[src/rtl/bsg_sync_debounce_bit.sv]
// One input bit: synchroniser chain, stability counter, registered level and edge pulses.
// Latency num_sync_p+stable_cycles_p edges from capture to data_o; free-running, no backpressure.
module bsg_sync_debounce_bit #(
  parameter int   num_sync_p      = 2,
  parameter int   stable_cycles_p = 4,
  parameter logic reset_val_p     = 1'b0
) (
  input  logic clk_i,
  input  logic reset_i,
  input  logic async_i,
  output logic data_o,
  output logic rise_o,
  output logic fall_o,
  output logic adopt_o
);

  localparam int cnt_w_lp = (stable_cycles_p > 1) ? $clog2(stable_cycles_p) : 1;
  localparam logic [cnt_w_lp-1:0] cnt_term_lp = cnt_w_lp'(stable_cycles_p - 1);

  logic [num_sync_p-1:0] sync_r;
  logic [cnt_w_lp-1:0]   cnt_r;
  logic                  s;

  assign s       = sync_r[num_sync_p-1];
  // High in the cycle before data_o flips; the top registers it as changed_o.
  assign adopt_o = (s != data_o) && (cnt_r == cnt_term_lp);

  always_ff @(posedge clk_i or posedge reset_i) begin
    if (reset_i) begin
      sync_r <= {num_sync_p{reset_val_p}};
    end else begin
      sync_r <= {sync_r[num_sync_p-2:0], async_i};
    end
  end

  always_ff @(posedge clk_i or posedge reset_i) begin
    if (reset_i) begin
      cnt_r  <= '0;
      data_o <= reset_val_p;
      rise_o <= 1'b0;
      fall_o <= 1'b0;
    end else begin
      rise_o <= 1'b0;
      fall_o <= 1'b0;
      if (s == data_o) begin
        cnt_r <= '0;
      end else if (adopt_o) begin
        cnt_r  <= '0;
        data_o <= s;
        rise_o <= s;
        fall_o <= ~s;
      end else begin
        cnt_r <= cnt_r + 1'b1;
      end
    end
  end

endmodule

[src/rtl/bsg_sync_debounce.sv]
// Synchronise and debounce width_p independent async levels, with per-bit rise/fall pulses.
// Latency num_sync_p+stable_cycles_p edges from capture to data_o; free-running, no backpressure.
module bsg_sync_debounce #(
  parameter int                 width_p         = 8,
  parameter int                 num_sync_p      = 2,
  parameter int                 stable_cycles_p = 4,
  parameter logic [width_p-1:0] reset_val_p     = '0
) (
  input  logic               clk_i,
  input  logic               reset_i,
  input  logic [width_p-1:0] async_data_i,
  output logic [width_p-1:0] data_o,
  output logic [width_p-1:0] rise_o,
  output logic [width_p-1:0] fall_o,
  output logic               changed_o
);

  logic [width_p-1:0] adopt;

  for (genvar i = 0; i < width_p; i++) begin : g_bit
    bsg_sync_debounce_bit #(
      .num_sync_p      (num_sync_p),
      .stable_cycles_p (stable_cycles_p),
      .reset_val_p     (reset_val_p[i])
    ) u_bit (
      .clk_i   (clk_i),
      .reset_i (reset_i),
      .async_i (async_data_i[i]),
      .data_o  (data_o[i]),
      .rise_o  (rise_o[i]),
      .fall_o  (fall_o[i]),
      .adopt_o (adopt[i])
    );
  end

  always_ff @(posedge clk_i or posedge reset_i) begin
    if (reset_i) begin
      changed_o <= 1'b0;
    end else begin
      changed_o <= |adopt;
    end
  end

endmodule
[config.mk]
export PLATFORM = sky130hd
export DESIGN_NAME = bsg_sync_debounce
export DESIGN_NICKNAME = d
export VERILOG_FILES = /design/src/rtl/bsg_sync_debounce_bit.sv /design/src/rtl/bsg_sync_debounce.sv
export SDC_FILE = /design/constraint.sdc
export NUM_CORES = 1
export LEC_CHECK = 0
export BUFFER_PORTS_ARGS = -buffer_cell sky130_fd_sc_hd__buf_2
export CAP_MARGIN = 20
export CELL_PAD_IN_SITES_DETAIL_PLACEMENT = 1
export CELL_PAD_IN_SITES_GLOBAL_PLACEMENT = 1
export CORE_ASPECT_RATIO = 1.2
export CORE_MARGIN = 2
export CORE_UTILIZATION = 40
export DETAILED_ROUTE_END_ITERATION = 8
export GPL_TIMING_DRIVEN = 0
export PLACE_DENSITY = 0.71
export SETUP_SLACK_MARGIN = 0.3
export SLEW_MARGIN = 5
export SYNTH_ARGS = -nofsm -noshare
export SYNTH_HDL_FRONTEND = slang
export SYNTH_SLANG_ARGS = --single-unit
export TNS_END_PERCENT = 10
[constraint.sdc]
create_clock -name clk_i -period 2.3 [get_ports clk_i]
set_input_delay 0.345 -clock clk_i [delete_from_list [all_inputs] [get_ports clk_i]]
set_output_delay 0.345 -clock clk_i [all_outputs]
set_load 0.01 [all_outputs]
* Word-level counts from Yosys, hierarchy flattened *
Cells that the tools add are included.

storage, ports and cells
  output and inout bits = 25
  word-level logic and storage cells = 154
  bits in registers = 57
  bits of input ports = 10

cells by class
  multiplexer cells = 48
  bitwise gates (word level) = 16
  add/subtract/negate cells = 8
  equality and inequality tests = 24
  reductions and logical operators = 17

operators by type and width
  operator                                      number
  2-to-1 mux 1 bit                              32
  2-to-1 mux 2 bit                              16
  adder 2 x 1 -> 2 bit (second input constant)  8
  equality test 2 bit (second input constant)   8
  NOT 1 bit                                     16
  AND reduction 2 bit                           8
  equality test 1 bit                           8
  logical AND 1 bit                             8
  inequality test 1 bit                         8
  OR reduction 8 bit                            1

* Longest topological paths before layout *
Gate-level depths: netlist of run 1.

  depth after elaboration = 4
  gate-level depth with buffers = 3
  depth with buffers taken out = 3

* Modules after synthesis *
Synthesis of run 1 repeated with hierarchy kept, for this count alone.

unflattened totals
  cell total of the unflattened synthesis = 149
  area, all modules = 2057.0 um2

modules (own cells, without submodules)
  module                 cells each  area each (um2)  instances  sequential area each (um2)
  bsg_sync_debounce_bit  18          251.5            8          175.2
  bsg_sync_debounce      5           45.0             1          25.0

* Worst setup path after synthesis of run 1 *
OpenSTA, ideal clock, no wires.

  kind = reg-to-reg
  start = register g_bit[1].u_bit.cnt_r[0]
  end = register g_bit[1].u_bit.data_o
  setup time = 0.128 ns
  path slack = 1.255 ns
  path buffers = 0
  period minus slack after synthesis = 1.045 ns
  data arrival time = 0.917 ns
  stages on the path, launching flop included = 3
  data required time = 2.172 ns
  path through = dfrtp_1 -> ha_1 -> mux2_1

on the way
  longest elaborated chain between the ends = 3

ends and longest elaborated chain
  item                                  RTL line                     text
  start: declaration                    bsg_sync_debounce_bit.sv:21  logic [cnt_w_lp-1:0] cnt_r;
  start signal: assignment              bsg_sync_debounce_bit.sv:53  cnt_r <= cnt_r + 1'b1;
  equality test 2 bit                   bsg_sync_debounce_bit.sv:26  assign adopt_o = (s != data_o) && (cnt_r == cnt_term_lp);
  logical AND 1 bit                     bsg_sync_debounce_bit.sv:26
  AND reduction 2 bit (no source line)  -
  end signal: assignment                bsg_sync_debounce_bit.sv:39  data_o <= reset_val_p;
  end signal: assignment                bsg_sync_debounce_bit.sv:49  data_o <= s;
  end: declaration                      bsg_sync_debounce_bit.sv:11  output logic data_o,

Every way passes these cells.
A chain may end at the register's enable or synchronous reset.

* Worst setup path in the final report of run 1 *
  start = register g_bit[5].u_bit.data_o
  end = output port data_o[5]

RTL lines
  item                      RTL line                     text
  start: declaration        bsg_sync_debounce_bit.sv:11
  start signal: assignment  bsg_sync_debounce_bit.sv:39
  start signal: assignment  bsg_sync_debounce_bit.sv:49
  end: declaration          bsg_sync_debounce.sv:12      output logic [width_p-1:0] data_o,

No word-level cell between the ends.

==> results of run 1 <==
[logic make-up (layout without fill, tap and decap cells)]
kind of cell               after synthesis  after routing
AOI/OAI and AO/OA                        9              9
xor gates and xnor gates                 8              8
adders and majority gates                8              8
buffers and inverters                   30             81
DFF                                     57             57
muxes                                    3              3
and+or+nand+nor                         38             38
[power groups by stage]
stage	clock (mW)	combinational, mW	sequential [mW]
finish	1.05	0.738	1.38
global route	1.13	0.848	1.42
CTS	1.08	0.762	1.39
detailed placement	0	0.752	1.41
floorplan	0	0.536	1.36
global placement	0	0.681	1.38
[layer usage]
layer	wire length (µm)	track usage	vias up
li1	-	-	577
met1	1330	0.150	625
met2	2010	0.241	25
met3	158	0.0480	8
met4	74	0.0823	0
met5	0	0	-
[flip-flops by register name (all words and copies together) (netlist names)]
signal / count
changed_o: 1
g_bit.u_bit.cnt_r: 16
g_bit.u_bit.data_o: 8
g_bit.u_bit.fall_o: 8
g_bit.u_bit.rise_o: 8
g_bit.u_bit.sync_r: 16
[final timing paths]
| path | endpoint | slack, ps | from | cells after the start |
|---|---|---|---|---|
| setup / recovery | data_o[5] | 940 | g_bit[5].u_bit.data_o$_DFFE_PP0P_ | 2 |
| hold / removal | g_bit[4].u_bit.rise_o$_DFF_PP0_ | 80 | reset_i | 2 |
| setup reg to reg | changed_o$_DFF_PP0_ | 1110 | g_bit[4].u_bit.cnt_r[0]$_DFF_PP0_ | 3 |
| hold reg to reg | g_bit[3].u_bit.sync_r[1]$_DFF_PP0_ | 350 | g_bit[3].u_bit.sync_r[0]$_DFF_PP0_ | 0 |
| max in group asynchronous | g_bit[3].u_bit.rise_o$_DFF_PP0_ | 1660 | reset_i | 3 |
| min in group clk_i | g_bit[5].u_bit.sync_r[0]$_DFF_PP0_ | 110 | async_data_i[5] | 1 |
[through the flow]
stage / utilization / std cells
4_1_cts: 0.507 / 266
3_5_place_dp: 0.464 / 250
5_1_grt: 0.507 / 266
6_report: 0.507 / 266
2_1_floorplan: - / 153
3_3_place_gp: 0.460 / 249
[synth_stat cells]
cell type	count
and2_1	8
xor2_1	8
nor3b_1	5
mux2_1	3
nand2_1	5
nor3b_2	8
a22oi_1	4
nor2_1	5
o21ai_0	5
nand4_1	1
inv_1	6
ha_1	8
and3b_1	6
buf_4	24
dfrtp_1	57
[area by class of cell]
cell class,count,area (µm²),share of cell area
clock inverters,5,77.6,0.0291
inverters,6,22.5,0.00844
flip-flops and latches,57,1430,0.534
repair buffers,35,190,0.0713
multi-input cells,66,543,0.203
well taps,62,77.6,0.0291
plain buffers,24,180,0.0675
clock buffers,11,151,0.0567
[worst max-delay path, delay by kind of cell (launching register included)]
kind,cells,cell delay (ps)
buffers and inverters,2,270
flip-flops,1,420
==> impl_metrics.yaml, run 1 <==
pwr:
  pwr-share-clk: 0.330
  power.switching_uw: 876
  p_total_mw: 3.17
  p_sw_frac: 0.276
  leakagePower_nw: 1.43
  combPwrFrac: 0.233
  power.internal_mw: 2.29
  max-vdd-ir-drop_mv: 0.508
  seqPwrFrac: 0.437
  p_per_area_nw_per_um2: 1190
finish:
  n_fill_cell: 544
  final_cell_mix: "dfrtp_1 (57), buf_2 (34), buf_4 (24)"
  post-route-cell-area_um2: 2670
  drive_above_1_share: 0.412
  final_common_cell: "dfrtp_1"
  antenna_cells: 0
  nets: 217
  synthToLayoutAreaGrowth_pct: 22.9
global_routing:
  grt_pass1_wl_mm: 6.37
  grt_start_max_net_pins: 31
  grt_pass1_vias: 1415
  grtUsageTotal: 0.141
  grt-ovfl-total: 0
  antenna_found_initial: 0
clock_network:
  postCtsHoldBufs: 0
  h-tree-depth: 3
  insertion_delay_ps: 330
  root_buffer: "clkbuf_8"
  cts_tree: "done"
  clk_pin_slew_ps: 70
  cts_buffers: 9
  clockBufferDepth: 2
  cts_setup_buffers: 0
  cts_resized: 0
  cts_sinks: 57
die:
  num_io_pins: 35
  die_w_um: 71.3
  fp.dieArea_um2: 6040
  num_rows: 29
  die_h_um: 84.7
  initial_core_util: 0.413
  core_area_um2: 5260
yosys:
  synth_mux_area_frac: 0.0156
  synthesis.area_um2: 2170
  ys_warn_count: 0
  syn_nets: 171
  synth_simple_gate_area_frac: 0.131
  ys_seq_area_frac: 0.657
  syn-instance-count: 153
  netlist_top_cells_area: "dfrtp_1 (66%), buf_4 (8.3%), ha_1 (4.6%)"
  synth_compound_area_frac: 0.0253
  synth_top_family_by_area: "simple AND/OR/NAND/NOR gates"
  synthAdderAreaFrac: 0.0461
  synth.avg_cell_area_um2: 14.2
  synth-xor-area-share: 0.0323
  synth_cell_types: 15
  synth_top_area_frac: 0.657
  yosys_register_bits: 57
  yosysTopAreaCell: "dfrtp_1"
timing:
  fin_skew_ps: 8.34
  tns_ps: 0
  rsz0062_at_grt: "no"
  finalHoldViolCount: 0
  finalCritPeriodShare: 0.592
  hold_slack_ps: 80.8
  slew_viol_final: 0
  tightest_slew_ps: 593
  layout_setup_ws_ps: 939
  setup_violations: 0
  slew_headroom: 0.604
  fmax_mhz: 735
  min_period_ps: 1360
hold_path:
  hold_class: "in -> async"
route:
  initialDrtViolationCount: 60
  wl_mm: 3.58
  drt_pass1_iterations: 4
  wl_per_cell_um: 13.4
  ant_nets: 0
  routed_via_density: 4.64
  drc_errors: 0
  vias: 1235
place:
  preCtsSetupSlack_ps: 1100
  hpwlAfterDp_mm: 2.62
  port_buffers: 34
  placed_area_um2: 2440
  gp_congestion: 0.697
setup_path:
  critPathMaxFanout: 4
  required_ps: 1960
  crit_path_start_kind: "flip-flop"
  cp-end-kind: "output port"
  worst-setup-path-type: "reg -> out"
  crit_slowest_cell: "dfrtp_1"
  worstPathArrival_ps: 1020
  crit_chain: "buf_4, buf_2"
  critPathMaxStageDelay_ps: 420
flow_run:
  drv_cap: 0
status:
  outcome: "finished clean"
Power figures use the tool's default switching activity.
==> run 2: changes to the inputs <==
--- a/config.mk
+++ b/config.mk
@@ -5,6 +5,7 @@
 export SDC_FILE = /design/constraint.sdc
 export NUM_CORES = 1
 export LEC_CHECK = 0
+export ABC_AREA = 1
 export BUFFER_PORTS_ARGS = -buffer_cell sky130_fd_sc_hd__buf_2
 export CAP_MARGIN = 20
 export CELL_PAD_IN_SITES_DETAIL_PLACEMENT = 1
@@ -14,7 +15,7 @@
 export CORE_UTILIZATION = 40
 export DETAILED_ROUTE_END_ITERATION = 8
 export GPL_TIMING_DRIVEN = 0
-export PLACE_DENSITY = 0.71
+export PLACE_DENSITY = 0.74
 export SETUP_SLACK_MARGIN = 0.3
 export SLEW_MARGIN = 5
 export SYNTH_ARGS = -nofsm -noshare
==> constraint.sdc (replaced) <==
create_clock -name clk_i -period 1.26 [get_ports clk_i]
set_input_delay 0.189 -clock clk_i [delete_from_list [all_inputs] [get_ports clk_i]]
set_output_delay 0.189 -clock clk_i [all_outputs]
set_load 0.01 [all_outputs]
==> run 2 against run 1 <==
Effect of this change:
- the flow now finishes with violations (negative hold slack)
- count of clock-buffer cells in the layout increased by 3
- total power increased by 85%
- via count increased by 18%
- clock skew decreased by 4.3 ps
- setup slack got worse by 840 ps
- largest power group unchanged
- worst hold slack got worse by 210 ps
- global-route usage increased by 0.78 points
==> impl_metrics.yaml, run 2 <==
finish:
  top_regs: "g_bit.u_bit.cnt_r x16, g_bit.u_bit.sync_r x16"
  final_common_cell: "dfrtp_1"
  final_cell_mix: "dfrtp_1 (57), inv_1 (32), nand2_1 (31)"
  layout.cells.non_filler: 336
  synthToLayoutAreaGrowth_pct: 30.6
  antenna_cells: 0
  nets: 287
  drive_above_1_share: 0.350
timing:
  tns_ps: 0
  slew_headroom: 0.702
  slew_viol_final: 0
  fmax_mhz: 863
  finalHoldViolCount: 19
  rsz0062_at_grt: "yes"
  hold_slack_ps: -126
  finalCritPeriodShare: 0.919
  setup_violations: 0
  fin_skew_ps: 4.04
  min_period_ps: 1160
  tightest_slew_ps: 445
clock_network:
  cts_tree: "done"
  h-tree-depth: 3
  insertion_delay_ps: 330
  root_buffer: "clkbuf_8"
  cts_sinks: 57
  postCtsHoldBufs: 8
  cts_buffers: 9
  clk_pin_slew_ps: 60
  clockBufferDepth: 2
die:
  die_w_um: 71.9
  fp.dieArea_um2: 6140
  num_io_pins: 35
  initial_core_util: 0.418
  die_h_um: 85.5
  num_rows: 29
  core_area_um2: 5300
yosys:
  synth-xor-area-share: 0
  synth_compound_area_frac: 0.0204
  synth_top_area_frac: 0.645
  ys_seq_area_frac: 0.645
  synth_top_family_by_area: "simple AND/OR/NAND/NOR gates"
  yosysTopAreaCell: "dfrtp_1"
  yosys-top-cells-count: "dfrtp_1 (57), inv_1 (33), nand2_1 (33), nor2_1 (26), buf_4 (24)"
  synthAdderAreaFrac: 0.0452
  async_flop_share: 1.00
  syn-instance-count: 209
  yosysMostFrequentCell: "dfrtp_1"
  synth_ff_type: "dfrtp_1"
  synth.avg_cell_area_um2: 10.6
  synth_cell_types: 12
  synthesis.area_um2: 2210
  netlist_top_cells_area: "dfrtp_1 (64%), buf_4 (8.1%), inv_1 (5.6%)"
  synth_edf_count: 0
  synth_mux_area_frac: 0
  yosys_register_bits: 57
  ys_warn_count: 0
  synth_simple_gate_area_frac: 0.145
  syn_nets: 227
flow_run:
  drv_cap: 0
route:
  drc_errors: 0
  wl_per_cell_um: 11.3
  wl_mm: 3.81
  routed_via_density: 4.32
  drt_pass1_iterations: 4
  ant_nets: 0
  initialDrtViolationCount: 28
  vias: 1452
setup_path:
  cp-end-kind: "output port"
  critPathMaxStageDelay_ps: 410
  worstPathArrival_ps: 970
  cpMostUsedCell: "buf_6"
  crit_slowest_cell: "dfrtp_1"
  worst-setup-path-type: "reg -> out"
  regToRegSetupSlack_ps: 150
  crit_chain: "buf_6, buf_6"
  cp_top_family: "flip-flops"
  path_buf_inv: 2
  crit_path_start_kind: "flip-flop"
  required_ps: 1070
  critPathMaxFanout: 3
pwr:
  p_per_area_nw_per_um2: 2020
  max-vdd-ir-drop_mv: 0.924
  p_total_mw: 5.85
  leakagePower_nw: 1.64
place:
  placedCellCount: 306
  hpwlAfterDp_mm: 2.62
  gp_congestion: 0.677
  port_buffers: 34
global_routing:
  grt_pass1_wl_mm: 6.78
  grt_pass1_vias: 1591
  grt_start_max_net_pins: 39
  grtUsageTotal: 0.149
  grt-ovfl-total: 0
  antenna_found_initial: 0
status:
  outcome: "complete, but fails checks"
  violations: "negative hold slack"
hold_path:
  hold_class: "in -> async"
==> run 2: cell types whose count changed after synthesis, moves of 8 or more <==
cell,change
inv_1,+27
nor2_1,+21
xor2_1,-8
nand2_1,+28
and2_1,-8
nor3_1,+8
nor3b_2,-8
==> run 2: through the flow <==
step | utilization | area [µm²] | setup slack (ps)
6_report | 0.545 | 2890 | 102
5_1_grt | 0.545 | 2890 | 66.6
4_1_cts | 0.535 | 2840 | 85.9
3_5_place_dp | 0.469 | 2480 | 163
3_3_place_gp | 0.465 | 2460 | 63.8
2_1_floorplan | - | 2220 | 290
==> run 2: worst paths after layout <==
path	from	endpoint	depth (start not counted)
min in group clk_i	g_bit[3].u_bit.sync_r[0]$_DFF_PP0_	g_bit[3].u_bit.sync_r[1]$_DFF_PP0_	0
worst min-delay path	reset_i	g_bit[3].u_bit.fall_o$_DFF_PP0_	2
worst min register to register	g_bit[3].u_bit.sync_r[0]$_DFF_PP0_	g_bit[3].u_bit.sync_r[1]$_DFF_PP0_	0
worst max register to register	g_bit[6].u_bit.data_o$_DFFE_PP0P_	changed_o$_DFF_PP0_	7
worst max-delay path	g_bit[4].u_bit.data_o$_DFFE_PP0P_	data_o[4]	2
max in group asynchronous	reset_i	g_bit[6].u_bit.fall_o$_DFF_PP0_	3
==> run 2: report_power, final <==
group	switching, mW	internal [mW]	leakage, nW
Clock	0.676	0.923	0.102
Combinational	0.861	0.934	0.810
Sequential	0.223	2.23	0.730
Total	1.76	4.09	1.64
==> run 2: logic make-up (layout without fill, tap and decap cells) <==
family | after synthesis | count (layout)
adder cells (fa/ha/maj) | 8 | 8
buffers and inverters | 61 | 126
AND/OR/NAND/NOR | 75 | 75
flip-flops | 57 | 57
AO/OA/AOI/OAI | 8 | 8
==> run 2: routing by layer <==
layer / track usage / share of wire / up-vias
met2: 0.257 / 0.55 / 27
met3: 0.0356 / 0.035 / 9
met5: 0 / 0 / -
li1: - / - / 724
met4: 0.0978 / 0.025 / 0
met1: 0.161 / 0.39 / 692
==> run 2: what timing repair did <==
item,in CTS,in global routing
hold endpoints to repair,27,19
resized for setup,8,11
pin swaps,0,3
endpoints found under the setup margin,32,61
buffers inserted,5,1
==> run 2: layout make-up <==
class,instances,area [µm²]
Buffer,24,210
Clock buffer,14,183
Clock inverter,2,10.0
Fill cell,582,2410
Inverter,37,143
Multi-Input combinational cell,91,474
Sequential cell,57,1430
Tap cell,62,77.6
Timing Repair Buffer,49,365
==> run 3: changes to the inputs <==
--- a/config.mk
+++ b/config.mk
@@ -15,10 +15,11 @@
 export CORE_UTILIZATION = 40
 export DETAILED_ROUTE_END_ITERATION = 8
 export GPL_TIMING_DRIVEN = 0
-export PLACE_DENSITY = 0.74
+export PLACE_DENSITY = 0.75
 export SETUP_SLACK_MARGIN = 0.3
 export SLEW_MARGIN = 5
 export SYNTH_ARGS = -nofsm -noshare
 export SYNTH_HDL_FRONTEND = slang
+export SYNTH_HIERARCHICAL = 1
 export SYNTH_SLANG_ARGS = --single-unit
 export TNS_END_PERCENT = 10
==> run 3 against run 2 <==
Effect of this change:
- the run now ends clean
- flip-flop and latch count stayed put
- sequential share of layout area rose by 1.2 points
- global-route usage increased by 0.28 points
- total power shrank 3.3%
- highest routed layer unchanged
==> impl_metrics.yaml, run 3 <==
pwr:
  leakagePower_nw: 1.61
  p_per_area_nw_per_um2: 2000
  max-vdd-ir-drop_mv: 0.851
timing:
  finalCritPeriodShare: 0.878
  rsz0062_at_grt: "yes"
  finalHoldViolCount: 0
  layout_setup_ws_ps: 154
  fmax_mhz: 904
  tns_ps: 0
  slew_headroom: 0.819
  min_period_ps: 1110
  setup_violations: 0
  tightest_slew_ps: 272
  slew_viol_final: 0
  fin_skew_ps: 5.45
clock_network:
  cts_sinks: 57
  root_buffer: "clkbuf_8"
  h-tree-depth: 3
  cts_buffers: 9
  clockBufferDepth: 2
  cts_tree: "done"
  insertion_delay_ps: 330
  clk_pin_slew_ps: 60
setup_path:
  crit_slowest_cell: "dfrtp_1"
  path_buf_inv: 1
  cp_top_family: "flip-flops"
  reg2reg_from: "g_bit[6].u_bit/cnt_r[0]$_DFF_PP0_"
  reg2reg_to: "changed_o$_DFF_PP0_"
  required_ps: 1070
  crit_chain: "buf_2"
  worstPathArrival_ps: 920
  critPathMaxStageDelay_ps: 430
  cp-end-kind: "output port"
  crit_path_start_kind: "flip-flop"
  regToRegSetupSlack_ps: 160
  critPathMaxFanout: 4
  worstRegToRegCells: 7
  worst-setup-path-type: "reg -> out"
global_routing:
  grt-ovfl-total: 0
  grt_pass1_vias: 1581
  grt_pass1_wl_mm: 6.87
  antenna_found_initial: 0
  grt_start_max_net_pins: 10
  grtUsageTotal: 0.152
yosys:
  synth_cell_types: 10
  yosys-top-cells-count: "dfrtp_1 (57), inv_1 (57), a21oi_1 (24), nand2_1 (21), nand2_2 (16)"
  yosys_register_bits: 57
  syn-instance-count: 217
  ys_seq_area_frac: 0.652
  synth_top_area_frac: 0.652
  netlist_top_cells_area: "dfrtp_1 (65%), inv_1 (9.8%), a21oi_1 (5.5%)"
  synth_ff_type: "dfrtp_1"
  async_flop_share: 1.00
  synthesis.area_um2: 2190
  synth.avg_cell_area_um2: 10.1
  ys_warn_count: 6
  syn_nets: 235
  synth_edf_count: 0
  yosysTopAreaCell: "dfrtp_1"
die:
  fp.dieArea_um2: 6080
  die_w_um: 71.5
  num_io_pins: 35
  die_h_um: 85
  initial_core_util: 0.413
  num_rows: 29
  core_area_um2: 5300
route:
  routed_via_density: 4.62
  vias: 1593
  ant_nets: 0
  wl_mm: 4.10
  drt_pass1_iterations: 4
  wl_per_cell_um: 11.9
  drc_errors: 0
  initialDrtViolationCount: 30
finish:
  final_common_cell: "dfrtp_1"
  antenna_cells: 0
  top_regs: "g_bit.u_bit/cnt_r x16, g_bit.u_bit/sync_r x16"
  final_cell_mix: "dfrtp_1 (55), inv_1 (49), buf_2 (33)"
  synthToLayoutAreaGrowth_pct: 29.1
  drive_above_1_share: 0.353
  nets: 296
place:
  hpwlAfterDp_mm: 2.94
  gp_congestion: 0.765
  preCtsSetupSlack_ps: 148
  port_buffers: 34
hold_path:
  hold_class: "in -> async"
status:
  outcome: "finished clean"
flow_run:
  drv_cap: 0
==> run 3: worst max-delay path by stage <==
stage,from,to,cells past startpoint
floorplan,g_bit[3].u_bit/cnt_r[0]$_DFF_PP0_,changed_o$_DFF_PP0_,7
global placement,g_bit[3].u_bit/cnt_r[0]$_DFF_PP0_,changed_o$_DFF_PP0_,7
detailed placement,g_bit[3].u_bit/cnt_r[0]$_DFF_PP0_,changed_o$_DFF_PP0_,7
CTS,g_bit[2].u_bit/data_o$_DFFE_PP0P_,data_o[2],1
global route,g_bit[2].u_bit/cnt_r[0]$_DFF_PP0_,changed_o$_DFF_PP0_,7
finish,g_bit[0].u_bit/data_o$_DFFE_PP0P_,data_o[0],1
==> run 3: area by class of cell <==
| cell class | count | area (µm²) |
|---|---|---|
| tap | 62 | 77.6 |
| sequential | 57 | 1430 |
| clock inverter | 2 | 35.0 |
| multi-input combinational | 95 | 547 |
| timing repair buffer | 50 | 319 |
| clock buffer | 14 | 173 |
| fill | 616 | 2470 |
| inverter | 65 | 244 |
==> run 3: stage by stage <==
step	utilization	hold slack [ps]	power, mW	cells	instance area, µm²
final	0.533	339	5.66	345	2820
after global routing	0.533	352	6.06	345	2820
after CTS	0.521	327	5.64	338	2760
after detailed placement	0.465	138	3.83	313	2460
after global placement	0.465	128	3.72	313	2460
after floorplan	-	-82.3	3.38	217	2210
==> run 3: layer usage <==
layer / routed length [µm] / share of wire / GRT usage
met1: 1690 / 0.41 / 0.175
met2: 2150 / 0.52 / 0.238
met3: 177 / 0.043 / 0.0546
met4: 80 / 0.020 / 0.0978
met5: 0 / 0 / 0
==> run 3: what timing repair did <==
| action | in CTS | in global routing |
|---|---|---|
| endpoints found under the setup margin | 27 | 39 |
| gates cloned | 0 | 0 |
| endpoints found under the hold margin | 65 | 0 |
| hold buffers | 9 | 0 |
| buffers inserted | 0 | 7 |
| resized for setup | 0 | 4 |
| pin swaps | 1 | 1 |
==> run 3: cell families (layout without fill, tap and decap cells) <==
group	Yosys count	in the layout	synth area share
buffers and inverters	65	131	0.112
AO/OA/AOI/OAI	32	32	0.0732
adder cells (fa/ha/maj)	8	8	0.0458
AND/OR/NAND/NOR	55	55	0.117
flip-flops	57	57	0.652
==> run 3: report_power, final <==
| group | internal (mW) | leakage, nW | switching (mW) |
|---|---|---|---|
| clock network | 1.07 | 0.107 | 0.675 |
| registers | 2.21 | 0.727 | 0.285 |
| logic | 0.592 | 0.775 | 0.817 |
| total | 3.88 | 1.61 | 1.78 |
